### src/rtl/mem_port_arbiter_if.sv
// Bus bundle for two requesters sharing one data-memory port; the arbiter takes
// the slave view, the requesters and memory model take the master view.
interface mem_port_arbiter_if #(
  parameter int AW = 8,
  parameter int DW = 8
);
  logic          m0_req;
  logic          m0_rw;
  logic [AW-1:0] m0_addr;
  logic [DW-1:0] m0_wdata;
  logic          m0_gnt;
  logic          m0_done;
  logic [DW-1:0] m0_rdata;

  logic          m1_req;
  logic          m1_rw;
  logic [AW-1:0] m1_addr;
  logic [DW-1:0] m1_wdata;
  logic          m1_gnt;
  logic          m1_done;
  logic [DW-1:0] m1_rdata;

  logic          mem_cs;
  logic          mem_rw;
  logic [AW-1:0] mem_addr;
  logic [DW-1:0] mem_wdata;
  logic [DW-1:0] mem_rdata;

  modport slave (
    input  m0_req, m0_rw, m0_addr, m0_wdata,
    input  m1_req, m1_rw, m1_addr, m1_wdata,
    input  mem_rdata,
    output m0_gnt, m0_done, m0_rdata,
    output m1_gnt, m1_done, m1_rdata,
    output mem_cs, mem_rw, mem_addr, mem_wdata
  );

  modport master (
    output m0_req, m0_rw, m0_addr, m0_wdata,
    output m1_req, m1_rw, m1_addr, m1_wdata,
    output mem_rdata,
    input  m0_gnt, m0_done, m0_rdata,
    input  m1_gnt, m1_done, m1_rdata,
    input  mem_cs, mem_rw, mem_addr, mem_wdata
  );
endinterface

### src/rtl/mem_port_arbiter.sv
// Round-robin arbiter giving two masters one fixed-latency memory port, one access in flight.
// Request to first cs is one cycle, cs held MEM_LAT cycles, then a 1-cycle done; losers simply wait with req held.
module mem_port_arbiter #(
  parameter int AW      = 8,
  parameter int DW      = 8,
  parameter int MEM_LAT = 2
) (
  input  logic              clk,
  input  logic              rst_n,
  mem_port_arbiter_if.slave bus
);

  localparam int            CW       = (MEM_LAT > 1) ? $clog2(MEM_LAT) : 1;
  localparam logic [CW-1:0] LAST_CNT = CW'(MEM_LAT - 1);

  typedef enum logic [1:0] {
    IDLE   = 2'd0,
    ACCESS = 2'd1,
    DONE   = 2'd2
  } state_t;

  state_t        r_state, w_state_nxt;
  logic [CW-1:0] r_cnt, w_cnt_nxt;
  logic          r_last, w_last_nxt;
  logic          r_sel, w_sel_nxt;
  logic [1:0]    r_gnt, w_gnt_nxt;
  logic [1:0]    r_done, w_done_nxt;
  logic          r_cs, w_cs_nxt;
  logic          r_rw, w_rw_nxt;
  logic [AW-1:0] r_addr, w_addr_nxt;
  logic [DW-1:0] r_wdata, w_wdata_nxt;
  logic [DW-1:0] r_rdata0, w_rdata0_nxt;
  logic [DW-1:0] r_rdata1, w_rdata1_nxt;
  logic          w_pick;

  always_ff @(posedge clk or negedge rst_n) begin
    if (!rst_n) begin
      r_state <= IDLE;
    end else begin
      r_state <= w_state_nxt;
    end
  end

  // r_last starts at 1 so master 0 wins the first tie after reset.
  always_ff @(posedge clk or negedge rst_n) begin
    if (!rst_n) begin
      r_cnt    <= '0;
      r_last   <= 1'b1;
      r_sel    <= 1'b0;
      r_gnt    <= '0;
      r_done   <= '0;
      r_cs     <= 1'b0;
      r_rw     <= 1'b1;
      r_addr   <= '0;
      r_wdata  <= '0;
      r_rdata0 <= '0;
      r_rdata1 <= '0;
    end else begin
      r_cnt    <= w_cnt_nxt;
      r_last   <= w_last_nxt;
      r_sel    <= w_sel_nxt;
      r_gnt    <= w_gnt_nxt;
      r_done   <= w_done_nxt;
      r_cs     <= w_cs_nxt;
      r_rw     <= w_rw_nxt;
      r_addr   <= w_addr_nxt;
      r_wdata  <= w_wdata_nxt;
      r_rdata0 <= w_rdata0_nxt;
      r_rdata1 <= w_rdata1_nxt;
    end
  end

  always_comb begin
    w_state_nxt  = r_state;
    w_cnt_nxt    = r_cnt;
    w_last_nxt   = r_last;
    w_sel_nxt    = r_sel;
    w_gnt_nxt    = r_gnt;
    w_done_nxt   = r_done;
    w_cs_nxt     = r_cs;
    w_rw_nxt     = r_rw;
    w_addr_nxt   = r_addr;
    w_wdata_nxt  = r_wdata;
    w_rdata0_nxt = r_rdata0;
    w_rdata1_nxt = r_rdata1;
    w_pick       = (bus.m0_req && bus.m1_req) ? ~r_last : bus.m1_req;

    case (r_state)
      IDLE: begin
        if (bus.m0_req || bus.m1_req) begin
          w_sel_nxt   = w_pick;
          w_rw_nxt    = w_pick ? bus.m1_rw    : bus.m0_rw;
          w_addr_nxt  = w_pick ? bus.m1_addr  : bus.m0_addr;
          w_wdata_nxt = w_pick ? bus.m1_wdata : bus.m0_wdata;
          w_gnt_nxt   = w_pick ? 2'b10 : 2'b01;
          w_cs_nxt    = 1'b1;
          w_cnt_nxt   = '0;
          w_state_nxt = ACCESS;
        end
      end
      ACCESS: begin
        if (r_cnt == LAST_CNT) begin
          // Memory data is only valid on the final cs cycle.
          if (r_rw) begin
            if (r_sel) w_rdata1_nxt = bus.mem_rdata;
            else       w_rdata0_nxt = bus.mem_rdata;
          end
          w_cs_nxt    = 1'b0;
          w_done_nxt  = r_sel ? 2'b10 : 2'b01;
          w_state_nxt = DONE;
        end else begin
          w_cnt_nxt = r_cnt + CW'(1);
        end
      end
      DONE: begin
        w_done_nxt  = '0;
        w_gnt_nxt   = '0;
        w_last_nxt  = r_sel;
        w_cnt_nxt   = '0;
        w_state_nxt = IDLE;
      end
      default: begin
        w_gnt_nxt   = '0;
        w_done_nxt  = '0;
        w_cs_nxt    = 1'b0;
        w_state_nxt = IDLE;
      end
    endcase
  end

  assign bus.m0_gnt    = r_gnt[0];
  assign bus.m1_gnt    = r_gnt[1];
  assign bus.m0_done   = r_done[0];
  assign bus.m1_done   = r_done[1];
  assign bus.m0_rdata  = r_rdata0;
  assign bus.m1_rdata  = r_rdata1;
  assign bus.mem_cs    = r_cs;
  assign bus.mem_rw    = r_rw;
  assign bus.mem_addr  = r_addr;
  assign bus.mem_wdata = r_wdata;

endmodule
### src/flat_wrapper.sv
// flat-port wrapper written by rule: the top's interface ports become plain ports
module mem_port_arbiter_flat 
#(
  parameter int AW      = 8,
  parameter int DW      = 8,
  parameter int MEM_LAT = 2
)
  (clk, rst_n, bus_m0_req, bus_m0_rw, bus_m0_addr, bus_m0_wdata, bus_m1_req, bus_m1_rw, bus_m1_addr, bus_m1_wdata, bus_mem_rdata, bus_m0_gnt, bus_m0_done, bus_m0_rdata, bus_m1_gnt, bus_m1_done, bus_m1_rdata, bus_mem_cs, bus_mem_rw, bus_mem_addr, bus_mem_wdata);
  mem_port_arbiter_if #(.AW(AW), .DW(DW)) bus_i ();
  input  logic clk;
  input  logic rst_n;
  input wire logic [$bits(bus_i.m0_req)-1:0] bus_m0_req;
  input wire logic [$bits(bus_i.m0_rw)-1:0] bus_m0_rw;
  input wire logic [$bits(bus_i.m0_addr)-1:0] bus_m0_addr;
  input wire logic [$bits(bus_i.m0_wdata)-1:0] bus_m0_wdata;
  input wire logic [$bits(bus_i.m1_req)-1:0] bus_m1_req;
  input wire logic [$bits(bus_i.m1_rw)-1:0] bus_m1_rw;
  input wire logic [$bits(bus_i.m1_addr)-1:0] bus_m1_addr;
  input wire logic [$bits(bus_i.m1_wdata)-1:0] bus_m1_wdata;
  input wire logic [$bits(bus_i.mem_rdata)-1:0] bus_mem_rdata;
  output wire logic [$bits(bus_i.m0_gnt)-1:0] bus_m0_gnt;
  output wire logic [$bits(bus_i.m0_done)-1:0] bus_m0_done;
  output wire logic [$bits(bus_i.m0_rdata)-1:0] bus_m0_rdata;
  output wire logic [$bits(bus_i.m1_gnt)-1:0] bus_m1_gnt;
  output wire logic [$bits(bus_i.m1_done)-1:0] bus_m1_done;
  output wire logic [$bits(bus_i.m1_rdata)-1:0] bus_m1_rdata;
  output wire logic [$bits(bus_i.mem_cs)-1:0] bus_mem_cs;
  output wire logic [$bits(bus_i.mem_rw)-1:0] bus_mem_rw;
  output wire logic [$bits(bus_i.mem_addr)-1:0] bus_mem_addr;
  output wire logic [$bits(bus_i.mem_wdata)-1:0] bus_mem_wdata;
  assign bus_i.m0_req = bus_m0_req;
  assign bus_i.m0_rw = bus_m0_rw;
  assign bus_i.m0_addr = bus_m0_addr;
  assign bus_i.m0_wdata = bus_m0_wdata;
  assign bus_i.m1_req = bus_m1_req;
  assign bus_i.m1_rw = bus_m1_rw;
  assign bus_i.m1_addr = bus_m1_addr;
  assign bus_i.m1_wdata = bus_m1_wdata;
  assign bus_i.mem_rdata = bus_mem_rdata;
  assign bus_m0_gnt = bus_i.m0_gnt;
  assign bus_m0_done = bus_i.m0_done;
  assign bus_m0_rdata = bus_i.m0_rdata;
  assign bus_m1_gnt = bus_i.m1_gnt;
  assign bus_m1_done = bus_i.m1_done;
  assign bus_m1_rdata = bus_i.m1_rdata;
  assign bus_mem_cs = bus_i.mem_cs;
  assign bus_mem_rw = bus_i.mem_rw;
  assign bus_mem_addr = bus_i.mem_addr;
  assign bus_mem_wdata = bus_i.mem_wdata;
  mem_port_arbiter #(.AW(AW), .DW(DW), .MEM_LAT(MEM_LAT)) u_core (.clk(clk), .rst_n(rst_n), .bus(bus_i));
endmodule
### config.mk
export PLATFORM = sky130hd
export DESIGN_NAME = mem_port_arbiter_flat
export DESIGN_NICKNAME = d
export VERILOG_FILES = /design/src/rtl/mem_port_arbiter_if.sv /design/src/rtl/mem_port_arbiter.sv /design/src/flat_wrapper.sv
export SDC_FILE = /design/constraint.sdc
export NUM_CORES = 1
export LEC_CHECK = 0
export ABC_AREA = 1
export BUFFER_PORTS_ARGS = -buffer_cell sky130_fd_sc_hd__buf_2
export CORE_ASPECT_RATIO = 1.2
export CORE_UTILIZATION = 31
export DETAILED_ROUTE_END_ITERATION = 12
export PLACE_DENSITY = 0.6
export SYNTH_ARGS = -nofsm -noshare
export SYNTH_HDL_FRONTEND = slang
export SYNTH_SLANG_ARGS = --single-unit
### constraint.sdc
create_clock -name clk -period 1.49 [get_ports clk]
set_input_delay 0 -clock clk [delete_from_list [all_inputs] [get_ports clk]]
set_output_delay 0 -clock clk [all_outputs]
set_load 0.02 [all_outputs]
Word level (Yosys, flattened, before mapping)
Index checks and enable logic that the tools add are counted.
{"block": "totals", "register_bits": 43}
{"block": "op_classes", "addsub": 1, "eq_ne": 4, "n_mux": 19, "bitwise": 5, "n_reduce_logical": 12}
{"cell": "8-bit 2-to-1 mux", "n": 2}
{"cell": "2-bit 2-to-1 mux", "n": 6}
{"cell": "2-bit one-hot mux with 2 select lines", "n": 3}
{"cell": "2-bit AND reduction", "n": 5}
{"cell": "4-bit AND reduction", "n": 2}
{"cell": "1-bit 2-to-1 mux", "n": 6}
{"cell": "1-bit one-hot mux with 3 select lines", "n": 2}
{"cell": "1-bit inverter", "n": 5}
{"cell": "2-bit by 1-bit != test with 1-bit output (second input constant)", "n": 2}
{"cell": "3-bit AND reduction", "n": 1}
{"cell": "3-bit nonzero test", "n": 1}
{"cell": "2-bit by 1-bit == test with 1-bit output (second input constant)", "n": 1}
{"cell": "2-bit == test (second input constant)", "n": 1}
{"cell": "2-bit logical NOT", "n": 1}
{"cell": "1-bit adder (second input constant)", "n": 1}
{"cell": "1-bit logical AND", "n": 1}
{"cell": "1-bit logical OR", "n": 1}

Depth between registers and ports, before layout
{"block": "depth", "depth_word": 5, "ltp_mapped": 7}

Worst setup path after synthesis
OpenSTA, ideal clock, no wires.
{"block": "synth_timing", "kind": "reg-to-reg", "startpoint": "register u_core.r_rw (netlist: u_core.bus.mem_rw)", "endpoint": "register u_core.r_rdata1[4] (netlist: u_core.bus.m1_rdata[4])", "setup_ns": 0.121, "t_arrival_ns": 1.158, "required_ns": 1.369, "setup_slack_ns": 0.211, "stages_incl_launch_ff": 7, "n_path_buf": 1, "path_cell_list": "dfstp_2 -> nand2_1 -> inv_1 -> nand3_2 -> buf_2 -> nand2_1 -> o21ai_1"}
{"block": "synth_via", "elab_chain_len": 1}
{"element": "start: declaration", "line": "mem_port_arbiter.sv:29", "source": "logic r_rw, w_rw_nxt;"}
{"element": "start signal: assignment", "line": "mem_port_arbiter.sv:65", "source": "r_rw <= w_rw_nxt;"}
{"element": "4-bit AND reduction (no line)"}
{"element": "end signal: assignment", "line": "mem_port_arbiter.sv:69", "source": "r_rdata1 <= w_rdata1_nxt;"}
{"element": "end: declaration", "line": "mem_port_arbiter.sv:33", "source": "logic [DW-1:0] r_rdata1, w_rdata1_nxt;"}
No other way between the ends.
A chain may end at the register's enable or synchronous reset.

Worst setup path in the final report
{"block": "layout_timing", "startpoint": "register u_core.r_last", "endpoint": "register u_core.r_wdata[3] (netlist: u_core.bus.mem_wdata[3])"}
{"block": "layout_via", "elab_chain_len": 3}
{"element": "start: declaration", "line": "mem_port_arbiter.sv:24", "source": "logic r_last, w_last_nxt;"}
{"element": "start signal: assignment", "line": "mem_port_arbiter.sv:60", "source": "r_last <= w_last_nxt;"}
{"element": "1-bit inverter", "line": "mem_port_arbiter.sv:86", "source": "w_pick = (bus.m0_req && bus.m1_req) ? ~r_last : bus.m1_req;"}
{"element": "1-bit 2-to-1 mux", "line": "mem_port_arbiter.sv:86"}
{"element": "8-bit 2-to-1 mux", "line": "mem_port_arbiter.sv:94", "source": "w_wdata_nxt = w_pick ? bus.m1_wdata : bus.m0_wdata;"}
{"element": "end signal: assignment", "line": "mem_port_arbiter.sv:67", "source": "r_wdata <= w_wdata_nxt;"}
{"element": "end: declaration", "line": "mem_port_arbiter.sv:31", "source": "logic [DW-1:0] r_wdata, w_wdata_nxt;"}
No other way between the ends.

==> impl_metrics.toml <==
[power]
ir_worst_vdd_uv = 638
leakagePower_nw = 1.60
power.density_nw_per_um2 = 1920

[floorplan]
coreArea_um2 = 6010
dieHeight_um = 88.5
num_io_pins = 84
initial_core_util_pct = 32.2
die_width_um = 74.1
dieArea_um2 = 6560
rows = 31

[grt]
gr-total-overflow = 0
grt_usage_pct = 17.2
antenna_found_initial = 0
grt_pass1_vias = 1967
grt_max_degree = 25
grt_pass1_wl_um = 8630

[setup_path]
cp_max_fo = 18
r2r_setup_slack_ps = 230
start_kind = "register"
required_ps = 1720
crit_type = "reg -> reg"
crit_arrival_ps = 1490
cp-end-kind = "register"

[cts]
cts.sinks = 43
htree_num_levels = 2
cts_buffer_depth = 2
cts_tree = "yes"
cts_buffers = 5
clock_latency_ps = 290
clkTransAtPathRegs_ps = 80
clockRootBuffer = "clkbuf_8"

[logic_synthesis]
synth_cells = 240
netlist_area_um2 = 1930
syn_area_per_cell_um2 = 8.05
ys_warn_count = 0
ys_types = 20
synthMuxAreaShare_pct = 0
synth_seq_cells = 43
synth_xor_area_share_pct = 0
yosys.area_share.simple_pct = 34.2
syn_nets = 286
synth_compound_area_share_pct = 4.72
synth_top_family_by_area = "simple AND/OR/NAND/NOR gates"
yosysSeqAreaShare_pct = 55.8
synthAdderAreaFrac_pct = 0

[final_layout]
final_cell_mix = "nand2_1 (123), buf_2 (83), dfrtp_1 (41)"
synthToLayoutAreaGrowth_pct = 47.1
diodes = 0
nets = 404
final_core_util_pct = 47.3
drive_above_1_share_pct = 30.4
layout_commonest_cell = "nand2_1"

[sta]
holdWs_ps = 11.1
worst_clock_skew_ps = 6.60
final-hold-violation-count = 0
finalCritPeriodShare_pct = 84.7
worst_slew_pin_slew_ps = 545
fmax_mhz = 792
finalSetupViolCount = 0
setup_tns_ps = 0
layout_min_cycle_time_ps = 1260
rsz0062_at_grt = "no"
relSlewSlack_pct = 63.5
drv_slew = 0

[placed_design]
io_buffers = 83
hpwlAfterDp_um = 3580
routabilityCongestion = 0.762

[drt]
dr_total_vias = 1938
first_iter_violations = 51
drc_errors = 0
firstDrtPassIters = 4
drt_wl_total_um = 5120
viasPerCell = 4.40
final_antenna_net_count = 0
wire_per_inst_um = 11.6

[outcome]
status = "finished clean"

[job]
timing.max_cap.violations = 0

[hold_path]
min_path_type = "in -> reg"
==> worst max-delay path: stages, from the launching register on <==
cell and delay [ps]:
dfstp_2 540, nand2_2 90, nand2_2 290, nand2_1 90, nand2_1 70, nand2_1 50, nand2_1 70
==> synthesized netlist by cell type (all sizes together) <==
library cell / instances / area, µm²
a21oi: 1 / 5.00
buf: 7 / 46.3
dfrtp: 41 / 1030
dfstp: 2 / 52.6
inv: 15 / 56.3
nand2: 125 / 474
nand3: 24 / 125
nand4: 3 / 18.8
nor2: 6 / 32.5
nor3: 1 / 10.0
o21ai: 15 / 86.3
==> through the flow <==
step	total power, mW	cells	worst slack [ps]	instance area [µm²]
5_1_grt	5.97	440	112	2840
2_1_floorplan	3.75	240	211	1930
4_1_cts	5.54	440	143	2840
3_5_place_dp	4.71	406	165	2480
3_3_place_gp	4.66	406	181	2480
6_report	5.46	440	228	2840
==> state kept, by name, summed over array words and instances (netlist names) <==
name                  cells
u_core.bus.m0_rdata       8
u_core.bus.m1_rdata       8
u_core.bus.mem_addr       8
u_core.bus.mem_wdata      8
u_core.r_done             2
u_core.r_gnt              2
u_core.r_state            2
u_core.bus.mem_cs         1
u_core.bus.mem_rw         1
u_core.r_cnt              1
u_core.r_last             1
u_core.r_sel              1
==> power breakdown <==
part	leakage [nW]	total, mW	internal, mW	switching, mW
sequential	0.524	2.08	1.75	0.328
combinational	1.03	2.64	0.932	1.71
clock	0.0470	0.741	0.364	0.377
total	1.60	5.46	3.05	2.41
==> what timing repair did <==
action                                  CTS  global route
endpoints found under the setup margin    0             1
gates resized for setup                   0             1
hold endpoints to repair                 48             0
buffers inserted                          0             0
hold buffers                             27             0
==> worst paths after layout <==
path,from,endpoint,depth (start not counted)
worst max-delay path,u_core.r_last,u_core.bus.mem_wdata[3],6
worst min-delay path,bus_m0_addr[2],u_core.bus.mem_addr[2],5
worst max register to register,u_core.r_last,u_core.bus.mem_wdata[3],6
worst min register to register,u_core.r_gnt[1],u_core.r_gnt[1],2
max in group asynchronous,rst_n,u_core.r_gnt[1],3
min in group asynchronous,rst_n,u_core.bus.mem_addr[0],2
==> cells by family (layout without fill, tap and decap cells) <==
logic type | after synthesis | after routing
flops | 43 | 43
simple gates | 159 | 159
compound gates | 16 | 16
buf+inv | 22 | 140
==> metal layers <==
layer	global-route usage, %	vias up	wire length, µm
met5	0	-	0
met4	5.24	0	37
met1	20.4	873	2280
met3	3.99	4	341
met2	30.7	73	2460
li1	-	988	-
==> final cells by class <==
cell class	instances	area, µm²
clock inverter	1	5.00
timing repair buffer	118	758
sequential	43	1080
fill	592	3170
clock buffer	6	82.6
tap	82	103
inverter	15	56.3
multi-input combinational	175	759
(Power assumes the default switching activity.)
